**src/rtl/axi_split_pkg.sv**
```systemverilog
// Shared state encoding and constant helpers for the AXI write burst splitter.
package axi_split_pkg;

  typedef logic [1:0] state_t;

  localparam state_t S_IDLE   = 2'd0;
  localparam state_t S_CALC   = 2'd1;
  localparam state_t S_FIRST  = 2'd2;
  localparam state_t S_SECOND = 2'd3;

  function automatic int clog2(input int v);
    int r;
    r = 0;
    for (int i = 0; i < 31; i++)
      if ((1 << i) < v) r = i + 1;
    return r;
  endfunction

endpackage

```
**src/rtl/axi_boundary_calc.sv**
```systemverilog
// Combinational boundary math: aligned start, beats left before the boundary,
// total beats, split decision, first sub-burst size and next-page address.
module axi_boundary_calc
  import axi_split_pkg::*;
#(
  parameter int ADDR_W     = 32,
  parameter int DATA_W     = 32,
  parameter int BOUNDARY_W = 12,
  parameter int LEN_W      = 8
) (
  input  logic [ADDR_W-1:0]   addr_i,
  input  logic [LEN_W-1:0]    len_i,
  output logic [ADDR_W-1:0]   a_o,
  output logic [BOUNDARY_W:0] b_o,
  output logic [LEN_W:0]      t_o,
  output logic                split_o,
  output logic [LEN_W:0]      f_o,
  output logic [ADDR_W-1:0]   next_addr_o
);

  localparam int OFF_W = clog2(DATA_W / 8);
  localparam int CW    = (BOUNDARY_W > LEN_W) ? BOUNDARY_W + 1 : LEN_W + 1;
  localparam logic [ADDR_W-1:0] ALIGN_MASK = ~ADDR_W'((1 << OFF_W) - 1);

  logic [BOUNDARY_W:0]          span;
  logic [ADDR_W-BOUNDARY_W-1:0] page;

  assign a_o     = addr_i & ALIGN_MASK;
  // Bytes left in the current page, then converted to beats.
  assign span    = {1'b1, {BOUNDARY_W{1'b0}}} - {1'b0, a_o[BOUNDARY_W-1:0]};
  assign b_o     = span >> OFF_W;
  assign t_o     = {1'b0, len_i} + 1'b1;
  assign split_o = CW'(t_o) > CW'(b_o);
  // When split, B < T so B always fits the length-sized field.
  assign f_o     = split_o ? (LEN_W + 1)'(b_o) : t_o;

  assign page        = a_o[ADDR_W-1:BOUNDARY_W] + (ADDR_W - BOUNDARY_W)'(1);
  assign next_addr_o = {page, {BOUNDARY_W{1'b0}}};

endmodule

```
**src/rtl/axi_burst_split_write.sv**
```systemverilog
// Splits an upstream write burst that crosses a 2^BOUNDARY_W byte boundary
// into two downstream sub-bursts; data beats pass straight through.
module axi_burst_split_write
  import axi_split_pkg::*;
#(
  parameter int ADDR_W     = 32,
  parameter int DATA_W     = 32,
  parameter int BOUNDARY_W = 12,
  parameter int LEN_W      = 8
) (
  input  logic                  clk,
  input  logic                  rst,
  input  logic                  s_valid,
  output logic                  s_ready,
  input  logic [ADDR_W-1:0]     s_addr,
  input  logic [DATA_W-1:0]     s_wdata,
  input  logic [DATA_W/8-1:0]   s_wstrb,
  input  logic [LEN_W-1:0]      s_len,
  output logic                  m_valid,
  input  logic                  m_ready,
  output logic [ADDR_W-1:0]     m_addr,
  output logic [DATA_W-1:0]     m_wdata,
  output logic [DATA_W/8-1:0]   m_wstrb,
  output logic [LEN_W-1:0]      m_len,
  output logic                  m_last,
  output logic                  m_split
);

  state_t              state_q;
  logic [ADDR_W-1:0]   a_q;
  logic [BOUNDARY_W:0] b_q;
  logic [LEN_W:0]      t_q, f_q, cnt_q;
  logic                split_q;

  logic [ADDR_W-1:0]   calc_addr, c_a, c_next;
  logic [BOUNDARY_W:0] c_b;
  logic [LEN_W:0]      c_t, c_f;
  logic                c_split;
  logic                xfer_st, beat;
  logic                unused_b;

  // Live s_addr is sampled in CALC; afterwards the registered start drives the next-page math.
  assign calc_addr = (state_q == S_CALC) ? s_addr : a_q;

  axi_boundary_calc #(
    .ADDR_W(ADDR_W), .DATA_W(DATA_W), .BOUNDARY_W(BOUNDARY_W), .LEN_W(LEN_W)
  ) u_calc (
    .addr_i(calc_addr), .len_i(s_len), .a_o(c_a), .b_o(c_b), .t_o(c_t),
    .split_o(c_split), .f_o(c_f), .next_addr_o(c_next)
  );

  assign unused_b = ^b_q;
  assign xfer_st  = (state_q == S_FIRST) || (state_q == S_SECOND);
  assign beat     = xfer_st && s_valid && m_ready;

  assign m_valid = xfer_st && s_valid;
  assign s_ready = xfer_st && m_ready;
  assign m_wdata = xfer_st ? s_wdata : '0;
  assign m_wstrb = xfer_st ? s_wstrb : '0;
  assign m_last  = xfer_st && (cnt_q == '0);
  assign m_split = xfer_st && split_q;
  assign m_addr  = (state_q == S_FIRST)  ? a_q :
                   (state_q == S_SECOND) ? c_next : '0;
  assign m_len   = (state_q == S_FIRST)  ? LEN_W'(f_q - 1'b1) :
                   (state_q == S_SECOND) ? LEN_W'(t_q - f_q - 1'b1) : '0;

  always_ff @(posedge clk or posedge rst) begin
    if (rst) begin
      state_q <= S_IDLE;
      a_q     <= '0;
      b_q     <= '0;
      t_q     <= '0;
      f_q     <= '0;
      cnt_q   <= '0;
      split_q <= 1'b0;
    end else begin
      case (state_q)
        S_IDLE: if (s_valid) state_q <= S_CALC;
        S_CALC: begin
          a_q     <= c_a;
          b_q     <= c_b;
          t_q     <= c_t;
          f_q     <= c_f;
          split_q <= c_split;
          cnt_q   <= c_f - 1'b1;
          state_q <= S_FIRST;
        end
        S_FIRST: if (beat) begin
          if (cnt_q == '0) begin
            if (split_q) begin
              state_q <= S_SECOND;
              cnt_q   <= t_q - f_q - 1'b1;
            end else begin
              state_q <= S_IDLE;
            end
          end else begin
            cnt_q <= cnt_q - 1'b1;
          end
        end
        S_SECOND: if (beat) begin
          if (cnt_q == '0) state_q <= S_IDLE;
          else             cnt_q   <= cnt_q - 1'b1;
        end
        default: state_q <= S_IDLE;
      endcase
    end
  end

endmodule

```
**config.mk**
```make
export PLATFORM = sky130hd
export DESIGN_NAME = axi_burst_split_write
export DESIGN_NICKNAME = d
export VERILOG_FILES = /design/src/rtl/axi_split_pkg.sv /design/src/rtl/axi_boundary_calc.sv /design/src/rtl/axi_burst_split_write.sv
export SDC_FILE = /design/constraint.sdc
export NUM_CORES = 1
export LEC_CHECK = 0
export CAP_MARGIN = 20
export CORE_ASPECT_RATIO = 1.1
export CORE_UTILIZATION = 54
export CTS_CLUSTER_DIAMETER = 40
export DETAILED_ROUTE_END_ITERATION = 6
export GPL_ROUTABILITY_DRIVEN = 0
export GPL_TIMING_DRIVEN = 0
export PLACE_DENSITY = 0.84
export SKIP_LAST_GASP = 1
export SYNTH_ARGS = -nofsm -noshare
export SYNTH_HDL_FRONTEND = slang
export SYNTH_HIERARCHICAL = 1
export SYNTH_SLANG_ARGS = --single-unit
```
**constraint.sdc**
```tcl
create_clock -name clk -period 7.5 [get_ports clk]
set_input_delay 2.25 -clock clk [delete_from_list [all_inputs] [get_ports clk]]
set_output_delay 2.25 -clock clk [all_outputs]
set_load 0.02 [all_outputs]
```
==> out/qor.yml <==
rrSetupSlack_ps: 1720
worstMarginPinSlew_ps: 852
r2r-end: "cnt_q[5]"
worstPathRequired_ps: 5250
area_growth_pct: 36.2
clk_pin_slew_ps: 50
cts_tree: "done"
crit_arrival_ps: 5020
rr_startpoint: "state_q[1]"
leakagePower_nw: 3.58
worst_r2r_path_depth: 25
syn_area_um2: 5770
cp-start-kind: "input pin"
hp-class: "reg2reg"
synth_warnings: 6
hpwl_um: 13300
final_area_um2: 7860
grt.total_usage_pct: 32.1
synth_area_per_cell_um2: 7.87
placedInstanceArea_um2: 7590
fp.dieW_um: 101
slew_headroom_pct: 42.7
multi_input_area_um2: 3660
n_fill_cell: 826
setup_viol: 0
period_needed_ps: 7270
cts_buffer_depth: 2
finClkSkew_ps: 9.41
viasPerCell: 5.50
start_util_pct: 55.5
drt_iter0_drc: 330
netlist_instances: 733
die_area_um2: 11100
hold_viol_final: 0
holdPathStages: 2
grt-ovfl-total: 0
path_class: "in2out"
ir_worst_vdd_uv: 222
preCtsSetupSlack_ps: 306
die_height_um: 110
min_period_over_period_pct: 96.9
fmax_mhz: 138
grt_max_degree: 41
grt_first_pass_wirelength_um: 28300
seqCellArea_um2: 1550
cts_inserted_buffers: 9
cts_resized: 0
rows: 39
powerDensity_nw_per_um2: 476
pin_count: 160
routed_wl_um: 17000
num_antenna_cells: 0
status: "finished, final reports clean"
coreArea_um2: 10400
maxCapViolCount: 0
hold_start: "a_q[1]"
drc: 0
numPortBuffers: 157
worst_slack_ps: 234
setup_tns_ps: 0
dr.pass1.iters: 5
report.power.total_mw: 3.74
finalNetCount: 1025
drtAntennaViolNets: 0
rsz0062_at_grt: "false"
cts_setup_buffers: 0
grt_pass1_vias: 6034
num_vias: 5836
slew_viol_final: 0
hold_buffers: 0
htree_levels: 3
antenna_found_initial: 0
endpoint_kind: "primary output"
drive_gt1_share_pct: 10.1
min_to: "a_q[1]"
clkLatencyLatePin_ps: 340
clkSinkCount: 62
drt-wirelength-per-cell_um: 16.0
crit_fanout: 5
cts_root_buffer: "clkbuf_16"
==> cells in the final DEF (no fill, tap or decap), types with 25 or more instances in the layout <==
master           instances
nand2b_1                35
nand2_1                163
clkdlybuf4s50_1        157
nor2_1                  25
o21ai_0                 36
a22o_1                  33
ha_1                    29
and2_1                  40
buf_4                   45
dfrtp_1                 62
inv_1                   35
clkbuf_1                31
xnor2_1                 29
==> worst max-delay path, stage by stage <==
cell             delay [ps]
clkdlybuf4s50_1         450
nand2_1                  60
nand2_1                 180
and3_1                  210
and4_1                  290
nand4_1                 250
nor3_1                  320
xor2_1                  190
a22o_1                  160
clkdlybuf4s50_1         640
==> worst max-delay path by stage <==
stage / start / endpoint / slack [ps] / cells past startpoint
6_report: s_addr[14] / m_addr[31] / 230 / 10
5_1_grt: s_addr[14] / m_addr[31] / 60 / 10
4_1_cts: s_addr[14] / m_addr[31] / 270 / 10
3_5_place_dp: s_addr[14] / m_addr[31] / 310 / 10
3_3_place_gp: s_addr[14] / m_addr[31] / 330 / 10
2_1_floorplan: s_addr[14] / m_addr[31] / 1590 / 8
==> power by group <==
part / total (mW) / internal [mW] / switching, mW
Sequential: 0.616 / 0.494 / 0.122
Combinational: 2.73 / 1.19 / 1.54
Clock: 0.396 / 0.240 / 0.156
Total: 3.74 / 1.92 / 1.82
==> sequential cells by signal, indices dropped and copies added, names as in the netlist <==
name / cells
f_q: 9
split_q: 1
a_q: 32
state_q: 2
cnt_q: 9
t_q: 9
==> metal layers <==
metal | wire [µm] | up-vias | global-route usage (%)
met5 | 0 | - | 0
met3 | 1060 | 42 | 6.39
li1 | - | 2809 | -
met4 | 486 | 0 | 13.0
met2 | 8520 | 231 | 54.7
met1 | 6970 | 2754 | 39.2
==> final cells by class <==
cell class,instances,share of cell area (%)
inverters,36,1.72
repair buffers,158,20.3
plain buffers,77,5.97
multi-input cells,571,46.6
clock inverters,1,0.0637
clock buffers,14,3.36
flip-flops and latches,62,19.7
well taps,143,2.28
==> per-stage QoR <==
step                      cells  util (%)  hold WS (ps)
final                      1062      75.6           482
after global routing       1062      75.6           507
after CTS                  1062      75.6           485
after detailed placement   1047      73.0           471
after global placement     1046      72.8           464
after floorplan             746         -           446
No activity file was read; power rests on OpenSTA's default activity.
